$ cat src/rtl/ahb_decoder.sv
// ahb_decoder: AHB-Lite address decoder and data-phase select generator for a
// 4-slave interconnect, with an optional error-returning default slave.
//
// Build option: define DEFAULT_SLAVE_EN to include the default slave.
//   - Without it, unmapped addresses fall through to slave 4.
//   - Without it, def_sel / hreadyout_def / hresp_def are tied to their idle values.
//
// Ports:
//   hclk, hresetn      bus clock, asynchronous active-low reset
//   haddr[31:0]        master address (address phase)
//   htrans[1:0]        transfer type (00 IDLE, 01 BUSY, 10 NONSEQ, 11 SEQ)
//   hready             final bus hready as seen by the master
//   hsel_1..hsel_4     combinational one-hot slave selects (address phase)
//   sel[1:0]           registered data-phase index for the response mux
//   def_sel            data phase currently owned by the default slave
//   hreadyout_def      default-slave hreadyout
//   hresp_def          default-slave hresp (1 = ERROR)
module ahb_decoder #(
  parameter logic [3:0] SLV1_REGION = 4'h0,
  parameter logic [3:0] SLV2_REGION = 4'h1,
  parameter logic [3:0] SLV3_REGION = 4'h2,
  parameter logic [3:0] SLV4_REGION = 4'h3
) (
  input  logic        hclk,
  input  logic        hresetn,
  input  logic [31:0] haddr,
  input  logic [1:0]  htrans,
  input  logic        hready,
  output logic        hsel_1,
  output logic        hsel_2,
  output logic        hsel_3,
  output logic        hsel_4,
  output logic [1:0]  sel,
  output logic        def_sel,
  output logic        hreadyout_def,
  output logic        hresp_def
);

  localparam int unsigned REGION_W = 4;
  localparam int unsigned IDX_W    = 2;

  logic [REGION_W-1:0] region_c;
  logic                m1_c, m2_c, m3_c, m4_c;
  logic                unmapped_c;
  logic [IDX_W-1:0]    idx_c;

  // Address bits below the region field and htrans[0] do not affect decode.
  logic unused_ok;
  assign unused_ok = ^{haddr[27:0], htrans};

  // Region compare with lowest-index priority.
  always_comb begin
    region_c   = haddr[31:28];
    m1_c       = (region_c == SLV1_REGION);
    m2_c       = (region_c == SLV2_REGION) & ~m1_c;
    m3_c       = (region_c == SLV3_REGION) & ~m1_c & ~m2_c;
    m4_c       = (region_c == SLV4_REGION) & ~m1_c & ~m2_c & ~m3_c;
    unmapped_c = ~(m1_c | m2_c | m3_c | m4_c);
  end

  // Select outputs and data-phase index; unmapped either goes nowhere or to slave 4.
  always_comb begin
    hsel_1 = m1_c;
    hsel_2 = m2_c;
    hsel_3 = m3_c;
`ifdef DEFAULT_SLAVE_EN
    hsel_4 = m4_c;
`else
    hsel_4 = m4_c | unmapped_c;
`endif
    idx_c = IDX_W'(0);
    if (hsel_2) idx_c = IDX_W'(1);
    if (hsel_3) idx_c = IDX_W'(2);
    if (hsel_4) idx_c = IDX_W'(3);
  end

  // Data-phase index register; holds through wait states.
  always_ff @(posedge hclk or negedge hresetn) begin
    if (!hresetn) begin
      sel <= IDX_W'(0);
    end else if (hready) begin
      sel <= idx_c;
    end
  end

`ifdef DEFAULT_SLAVE_EN
  typedef enum logic [1:0] {
    ST_IDLE = 2'b00,
    ST_ERR1 = 2'b01,
    ST_ERR2 = 2'b10
  } def_state_e;

  def_state_e state, state_nxt;
  logic       rdy_nxt, resp_nxt;
  logic       err_start_c;

  // An accepted NONSEQ/SEQ to an unmapped address starts a two-cycle ERROR.
  assign err_start_c = hready & htrans[1] & unmapped_c;

  always_ff @(posedge hclk or negedge hresetn) begin
    if (!hresetn) begin
      def_sel <= 1'b0;
    end else if (hready) begin
      def_sel <= unmapped_c & htrans[1];
    end
  end

  // State and response registers; outputs are registered alongside the state.
  always_ff @(posedge hclk or negedge hresetn) begin
    if (!hresetn) begin
      state         <= ST_IDLE;
      hreadyout_def <= 1'b1;
      hresp_def     <= 1'b0;
    end else begin
      state         <= state_nxt;
      hreadyout_def <= rdy_nxt;
      hresp_def     <= resp_nxt;
    end
  end

  // Next state and the response values that state will present.
  always_comb begin
    state_nxt = ST_IDLE;
    rdy_nxt   = 1'b1;
    resp_nxt  = 1'b0;
    case (state)
      ST_IDLE, ST_ERR2: begin
        if (err_start_c) begin
          state_nxt = ST_ERR1;
          rdy_nxt   = 1'b0;
          resp_nxt  = 1'b1;
        end
      end
      ST_ERR1: begin
        state_nxt = ST_ERR2;
        resp_nxt  = 1'b1;
      end
      default: state_nxt = ST_IDLE;
    endcase
  end
`else
  assign def_sel       = 1'b0;
  assign hreadyout_def = 1'b1;
  assign hresp_def     = 1'b0;
`endif

endmodule

$ cat config.mk
export PLATFORM = sky130hd
export DESIGN_NAME = ahb_decoder
export DESIGN_NICKNAME = d
export VERILOG_FILES = /design/src/rtl/ahb_decoder.sv
export SDC_FILE = /design/constraint.sdc
export NUM_CORES = 1
export LEC_CHECK = 0
export CAP_MARGIN = 5
export CORE_AREA = 2 2 39 41
export DETAILED_ROUTE_END_ITERATION = 12
export DIE_AREA = 0 0 41 43
export GPL_ROUTABILITY_DRIVEN = 1
export PLACE_DENSITY = 0.67
export SYNTH_ARGS = -nofsm -noshare
export SYNTH_HDL_FRONTEND = slang
export SYNTH_SLANG_ARGS = --single-unit
$ cat constraint.sdc
create_clock -name hclk -period 0.9 [get_ports hclk]
set_input_delay 0.18 -clock hclk [delete_from_list [all_inputs] [get_ports hclk]]
set_output_delay 0.18 -clock hclk [all_outputs]
set_load 0.02 [all_outputs]
==> reports/summary.md, run 1 <==
Synthesis
• dfrtp_1 (37%), buf_4 (17%), and2_1 (9.2%), a211o_2 (7.3%), a21oi_1 (7.3%) — dominant cells by area after synthesis
• 0 — count of flip-flops with a built-in enable after synthesis
• buf_4 — top-count cell post-synth
• 0 — count of warnings emitted by yosys
• dfrtp_1 — flip-flop cell with the highest count after synthesis
• 9 — post-synth cell types
• 2 — post-synthesis register bit count
• 1.00 — Async SR Flop Fraction
• 0.367 — Seq/Total Area, Yosys
• 8.02 um2 — mean post-synth cell area
• 17 — gate count after technology mapping
• 0.367 — top-area cell type share of the netlist area
• dfrtp_1 — cell accounting for the most synthesized area
• 136 um2 — total standard cell area after synthesis

Global route
• 186 — number of global-route vias before repair
• 738 um — global-route wire length before repair
• 5 — largest net degree at the start of global routing
• 0 — antenna violations before repair
• 0 — residual overflow from global routing
• 0.0631 — GRT Util Overall

Power
• 1070 mW/mm2 — cell area power density
• 0.193 nW — Static Leak
• 0.445 mW — power after layout
• 0.728 mV — Max rail drop VDD

Floorplanning
• 46 — io pins
• 0.0986 — effective utilization at floorplan
• 14 — count of standard-cell rows
• 0.00176 mm2 — Die Area
• 0.00138 mm2 — core box area
• 41 um — die width
• 43 um — Die Span Y

Worst setup path
• 4 — maximum net fanout on the critical path
• simple AND/OR/NAND/NOR gates — category of cells accounting for the largest share of critical-path delay
• 2 — Crit path buffers/inverters
• nor3_4 — CP max stage cell
• output pin — kind of end point of the critical path
• buf_8, nor3_4, and2_4, buf_6 — series of cell instances along the critical path
• 0.18 ns — Critical Path Max Stage Delay
• 0.74 ns — data arrival time of the critical path
• input pin to output pin — critical setup path kind
• 0.72 ns — endpoint required time on the critical path
• input pin — category of the worst setup path launch point

Layout
• 0 — final antenna diode count
• sel x2 — largest registers ranked by flip-flop count
• 0.700 — share of cells above drive strength 1
• 79 — NumNets Final
• sel — Biggest register
• 206% — Area Growth Syn to Fin
• 2 — max FFs per register
• 0.302 — final core occ

Timing
• -0.0217 ns — final worst setup slack
• 0 ns — worst clock skew
• 0.922 ns — shortest period the worst path allows
• 0 — final hold viol count
• 1.02 — Tcrit/Tclk final
• 0 — number of max-slew violations in the final report
• yes — setup repair after global routing missed its margin
• 1.08 GHz — Max Clock Freq
• 5 — final setup violation count

Routing
• 9.61 um — average detailed-routed wire length per instance
• 3.50 — Vias per Instance
• 1 — count of TritonRoute iterations in the first routing pass
• 538 um — Post-Route WL
• 0 — count of routing violations after the opening detailed-route iteration
• 0 — remaining routing DRC violations
• 0 — final antenna-violating net count
• 196 — vias

Place
• 296 um — half-perimeter wire length after placement
• 12 — Port Buffers
• 0.677 — Final GP Congestion
• -0.930 ns — worst slack after detailed placement

Clock network
• 3 — cts bufs inserted
• 2 — TritonCTS sink count
• clkbuf_4 — Clock Root Buffer
• 0.03 ns — clock edge transition at the registers on the reported setup and hold paths
• built — CTS tree
• 0 — Hold-fix buffers, CTS
• 1 — H-tree levels
• 0.22 ns — Skew-Pair Late Insertion Delay
• 2 — Clock Path Buffers

Run status
• complete, but fails checks — outcome
• negative setup slack — violated checks

Min path
• input pin to asynchronous set/reset pin — worst hold path type

Run
• 0 — max-capacitance violation count

==> report_power, final <==
group	internal, mW	leakage (nW)	switching, mW	total [mW]
registers	0.0958	0.0190	0.00357	0.0994
clock network	0.147	0.0138	0.0468	0.194
logic	0.0864	0.160	0.0657	0.152
==> layout make-up <==
class	count	area (um2)
Clock buffer	3	22.5
Fill cell	147	966
Multi-Input combinational cell	13	109
Sequential cell	2	50.0
Tap cell	16	20.0
Timing Repair Buffer	22	216
==> timing repair <==
action | in CTS | in global routing
endpoints found under the setup margin | 8 | 6
setup buffers | 6 | 1
resized for setup | 62 | 7
pin swaps | 5 | 3
cloned | 0 | 0
==> cell families after synthesis <==
kind of cell / share of synthesized area
compound gates: 0.147
flops: 0.367
buf+inv: 0.165
simple gates: 0.266
other cells: 0.0551
==> layout by cell type, fill, tap and decap left out <==
cell / synthesis / routed
buf_4: 3 / 11
buf_6: 0 / 7
conb_1: 2 / 3
clkbuf_4: 0 / 3
nor2_1: 2 / 2
a21oi_1: 2 / 2
clkdlybuf4s50_1: 0 / 2
dfrtp_1: 2 / 2
nor4_4: 0 / 1
nor3_4: 0 / 1
and2_4: 0 / 1
nor3_2: 0 / 1
and2_1: 2 / 1
a211o_4: 0 / 1
buf_8: 0 / 1
buf_12: 0 / 1
==> stage by stage <==
stage / setup TNS, ns / instance area [um2] / hold slack (ns) / std cells
finish: -0.0808 / 418 / 0.124 / 56
global route: -0.212 / 418 / 0.129 / 56
CTS: -0.183 / 374 / 0.122 / 55
detailed placement: -4.60 / 287 / 0.357 / 46
global placement: -4.56 / 287 / 0.351 / 46
floorplan: 0 / 146 / -0.116 / 18
==> layer usage <==
metal,vias up,GRT usage,share of wire
met5,-,0,0
met4,0,0,0
met3,0,0.0576,0.12
met2,8,0.109,0.59
met1,88,0.0543,0.29
li1,100,-,-
==> worst paths after layout <==
path | startpoint | to | slack, ns | cells past startpoint
max | haddr[29] | hsel_2 | -0.02 | 4
min | hresetn | sel[1] | 0.12 | 1
max reg2reg | sel[1] | sel[1] | 0.13 | 3
min reg2reg | sel[0] | sel[0] | 0.55 | 2
max in group asynchronous | hresetn | sel[0] | 0.65 | 1
min in group hclk | sel[0] | sel[0] | 0.55 | 2
No activity file was read; power rests on OpenSTA's default activity.
==> run 2, diff against run 1 <==
--- a/config.mk
+++ b/config.mk
@@ -10,7 +10,9 @@
 export DETAILED_ROUTE_END_ITERATION = 12
 export DIE_AREA = 0 0 41 43
 export GPL_ROUTABILITY_DRIVEN = 1
+export HOLD_SLACK_MARGIN = 0.12
 export PLACE_DENSITY = 0.67
+export SLEW_MARGIN = 0
 export SYNTH_ARGS = -nofsm -noshare
 export SYNTH_HDL_FRONTEND = slang
 export SYNTH_SLANG_ARGS = --single-unit
==> results of run 2 <==
The final DEF is identical to that of run 1; final timing and power are the same.
==> run 3, diff against run 2 <==
--- a/config.mk
+++ b/config.mk
@@ -12,6 +12,7 @@
 export GPL_ROUTABILITY_DRIVEN = 1
 export HOLD_SLACK_MARGIN = 0.12
 export PLACE_DENSITY = 0.67
+export RECOVER_POWER = 25
 export SLEW_MARGIN = 0
 export SYNTH_ARGS = -nofsm -noshare
 export SYNTH_HDL_FRONTEND = slang
==> reports/summary.md, run 3 (same netlist as run 1, synthesis figures left out) <==
Layout
• buf_4 — most common cell after layout, fill and taps aside
• 0 — final antenna diode count, unchanged
• sel x2 — largest registers ranked by flip-flop count
• 0.302 — final core occ, unchanged
• buf_4 (11), buf_6 (7), conb_1 (3), clkbuf_4 (3) — commonest non-fill, non-tap cells in the layout
• 206% — Area Growth Syn to Fin, unchanged
• 418 um2 — total non-filler cell area in the finished layout, unchanged
• 0.700 — share of cells above drive strength 1, unchanged
• 2 — max FFs per register, unchanged
• sel — Biggest register
• 79 — NumNets Final, unchanged
• 56 — number of non-filler instances in the completed layout, unchanged

Worst setup path
• input pin — category of the worst setup path launch point
• 2 — Crit path buffers/inverters, unchanged
• sel[1] — R2R Path End
• sel[1] — reg-to-reg critical path startpoint
• 0.18 ns — Critical Path Max Stage Delay, about the same
• 0.13 ns — setup slack on the worst flop-to-flop path, about the same
• 3 — depth of the worst register-to-register path, unchanged
• nor3_4 — CP max stage cell
• simple AND/OR/NAND/NOR gates — category of cells accounting for the largest share of critical-path delay
• 4 — count of cell instances traversed by the critical path, unchanged
• 4 — maximum net fanout on the critical path, unchanged
• 0.72 ns — endpoint required time on the critical path, about the same
• input pin to output pin — critical setup path kind
• buf_8, nor3_4, and2_4, buf_6 — series of cell instances along the critical path
• 0.74 ns — data arrival time of the critical path, about the same
• output pin — kind of end point of the critical path

Routing
• 0 — count of routing violations after the opening detailed-route iteration, unchanged
• 1 — count of TritonRoute iterations in the first routing pass, unchanged
• 0 — remaining routing DRC violations, unchanged
• 196 — vias, unchanged
• 3.50 — Vias per Instance, unchanged
• 9.61 um — average detailed-routed wire length per instance, unchanged
• 0 — final antenna-violating net count, unchanged
• 538 um — Post-Route WL, unchanged

Global route
• 0.0631 — GRT Util Overall, unchanged
• 186 — number of global-route vias before repair, unchanged
• 5 — largest net degree at the start of global routing, unchanged
• 0 — residual overflow from global routing, unchanged
• 0 — antenna violations before repair, unchanged
• 738 um — global-route wire length before repair, unchanged

Timing
• 0 — number of max-slew violations in the final report, unchanged
• -0.0808 ns — Total Negative Setup Slacks, unchanged
• 0.193 ns — minimum hold slack, +0.0691 ns
• 5 — final setup violation count, unchanged
• 1.02 — Tcrit/Tclk final, unchanged
• 0 ns — worst clock skew, unchanged
• 0.922 ns — shortest period the worst path allows, unchanged
• 1.08 GHz — Max Clock Freq, unchanged
• -0.0217 ns — final worst setup slack, unchanged
• 0 — final hold viol count, unchanged
• yes — setup repair after global routing missed its margin

Clock network
• 2 — TritonCTS sink count, unchanged
• 2 — Clock Path Buffers, unchanged
• 0 — Hold-fix buffers, CTS, unchanged
• 0.22 ns — Skew-Pair Late Insertion Delay, about the same
• 1 — H-tree levels, unchanged
• built — CTS tree
• 0.03 ns — clock edge transition at the registers on the reported setup and hold paths, about the same
• 3 — cts bufs inserted, unchanged
• clkbuf_4 — Clock Root Buffer

Place
• 46 — placed cell count, unchanged
• 287 um2 — placed standard-cell area, unchanged
• 0.677 — Final GP Congestion, unchanged
• -0.930 ns — worst slack after detailed placement, unchanged
• 12 — Port Buffers, unchanged
• 296 um — half-perimeter wire length after placement, unchanged

Floorplanning
• 43 um — Die Span Y, unchanged
• 0.00138 mm2 — core box area, unchanged
• 46 — io pins, unchanged
• 41 um — die width, unchanged
• 0.00176 mm2 — Die Area, unchanged
• 0.0986 — effective utilization at floorplan, unchanged
• 14 — count of standard-cell rows, unchanged

Power
• 0.261 — fraction of power spent switching nets, +0.000523
• 0.224 — share of power burned in registers, about the same
• 0.728 mV — Max rail drop VDD, about the same
• 0.193 nW — Static Leak, +0.14%
• 0.436 — proportion of power drawn by the clock network, about the same
• 0.116 mW — Switch Pwr, unchanged
• 0.340 — Comb power frac, -0.002
• 0.444 mW — power after layout, -0.20%
• 0.328 mW — internal power, -0.27%
• 1060 mW/mm2 — cell area power density, -0.20%

Run
• 0 — max-capacitance violation count, unchanged

Run status
• negative setup slack — violated checks
• complete, but fails checks — outcome

Min path
• input pin to asynchronous set/reset pin — worst hold path type

## run 3: cell count changes in the layout (fill, tap and decap cells not counted), sizes merged
cell and change:
dlygate4sd3 +1, clkdlybuf4s50 -1
## run 3: layout make-up
type / instances / area (um2)
Multi-Input combinational cell: 13 / 109
Fill cell: 147 / 966
Clock buffer: 3 / 22.5
Timing Repair Buffer: 22 / 216
Tap cell: 16 / 20.0
Sequential cell: 2 / 50.0
## run 3: how the worst max path moves through the flow
stage                     slack (ns)     end       from
after floorplan                 0.04  hsel_1  haddr[31]
after global placement         -0.95  hsel_3  haddr[31]
after detailed placement       -0.93  hsel_2  haddr[31]
after CTS                      -0.10  hsel_1  haddr[29]
after global routing           -0.05  hsel_2  haddr[29]
final                          -0.02  hsel_2  haddr[29]
## run 3: worst register-to-register path: stages, from the launching register on
cell,delay (ns)
dfrtp_1,0.38
buf_4,0.13
nor2_1,0.09
a21oi_1,0.05
## run 3: layer usage
| layer | global-route usage | vias to the layer above | wire, um |
|---|---|---|---|
| met5 | 0 | - | 0 |
| met4 | 0 | 0 | 0 |
| met3 | 0.0576 | 0 | 65 |
| met2 | 0.109 | 8 | 319 |
| met1 | 0.0543 | 88 | 153 |
| li1 | - | 100 | - |
## run 3: timing repair
item	CTS	global route
cloned	0	0
endpoints found under the hold margin	0	0
setup endpoints to repair	8	6
pin swaps	5	3
setup buffers	6	1
gates resized for setup	62	7
## run 3: power groups by stage
stage / registers [mW] / logic (mW) / clock network (mW)
global placement: 0.0993 / 0.105 / 0
floorplan: 0.106 / 0.0405 / 0
detailed placement: 0.0992 / 0.105 / 0
global route: 0.0998 / 0.162 / 0.212
CTS: 0.0993 / 0.130 / 0.203
finish: 0.0994 / 0.151 / 0.194
==> RTL change (config.mk and constraints of run 3) <==
Add a define of `DEFAULT_SLAVE_EN`.
--- a/src/rtl/ahb_decoder.sv
+++ b/src/rtl/ahb_decoder.sv
@@ -15,6 +15,8 @@
 //   def_sel            data phase currently owned by the default slave
 //   hreadyout_def      default-slave hreadyout
 //   hresp_def          default-slave hresp (1 = ERROR)
+`define DEFAULT_SLAVE_EN
+
 module ahb_decoder #(
   parameter logic [3:0] SLV1_REGION = 4'h0,
   parameter logic [3:0] SLV2_REGION = 4'h1,
Behaviour: not the same (a bounded check fails within 4 cycles, from zero or initial values and one cycle with hresetn low).
==> RTL change against run 3 <==
The flow still finishes with violations (setup timing). Area after synthesis grew 110%. Power rose by 91%. First-iteration DRC count unchanged. Die area unchanged. Highest routed layer is now met4. Largest power group is now registers. Final area grew 51%. Final cell count grew 23%. Sequential cell count grew 5. Wire length rose by 60%. Worst setup slack got worse by 0.13 ns. Critical endpoint is now hreadyout_def.
==> RTL change: results (changes against run 3) <==
Run status
  • Outcome: finished with violations
  • Failing checks: setup timing

Power and ir drop
  • Pleak: 0.303 nW (+57%)
  • P_comb: 0.000222 W (+47%)
  • Comb pwr share: 26.2% (-7.8 points)
  • Share of power burned in registers: 41.3% (+19 points)
  • Int Pwr: 0.000633 W (+93%)
  • Max VDD drop: 784 µV (+7.6%)

Timing
  • Setup violators final: 8 (+3)
  • Setup_tns: -0.350 ns (-0.269 ns)
  • Skew final: 0.00612 ns (+0.00612 ns)
  • Worst Slack Setup Final: -0.154 ns (-0.133 ns)

Placed design
  • PortBufs: 16 (+4)
  • Inst Count DP: 63 (+37%)
  • Setup WS pre-CTS: -0.931 ns (-0.000460 ns)
  • HPWL after DPL: 584 µm (+97%)

Routing
  • Detailed Route WL: 862 µm (+60%)
  • Via count: 297 (+52%)

Clock tree
  • # resized after CTS: 78 (+26%)
  • Skew-Pair Late Insertion Delay: 0.25 ns (+0.03 ns)

Yosys
  • Top post-synthesis cells by area: dfrtp_1 51%, dfstp_2 9.0%, nor2b_1 6.4%, a31o_2 6.0%, nor4b_1 6.0%
  • Cells after Synth: 24 (+7)

Setup path
  • CP top delay family: flip-flops
  • R2r setup slk: 0.04 ns (-0.09 ns)
  • Worst reg2reg path depth: 2 (-1)
  • Critical Path Fanout Max: 1 (-3)
  • Critical path class: register to output port
  • Peak per-stage delay on the critical path: 0.52 ns (+0.34 ns)

GRT
  • Largest net degree at the start of global routing: 7 (+2)
  • First-pass GRT wire length: 1350 µm (+83%)

Layout
  • FF+latch area: 176 µm² (+250%)
  • Final net count: 91 (+15%)
  • FILL cells: 142 (-3.4%)
-- RTL change: how the worst min path moves through the flow --
stage                             from                   to  slack [ns]  depth (start not counted)
finish                       haddr[29]   sel[1]$_DFFE_PN0P_        0.21                          2
global route                 haddr[29]   sel[1]$_DFFE_PN0P_        0.20                          2
CTS                          haddr[29]   sel[1]$_DFFE_PN0P_        0.20                          2
detailed placement  state[1]$_DFF_PN0_   state[1]$_DFF_PN0_        0.41                          1
global placement    state[1]$_DFF_PN0_   state[1]$_DFF_PN0_        0.39                          1
floorplan                      hresetn  def_sel$_DFFE_PN0P_       -0.12                          0
-- RTL change: final cells by class --
type	count	area share, %
well taps	16	3.17
clock buffers	4	4.16
multi-input cells	16	25.3
flip-flops and latches	7	27.9
inverters	1	0.594
repair buffers	25	38.8
-- RTL change: layer usage --
layer	vias up	GRT usage (%)	routed length (µm)
met2	8	17.8	495
met1	144	13.6	314
met3	2	6.28	46
met5	-	0	0
li1	143	-	-
met4	0	6.00	5
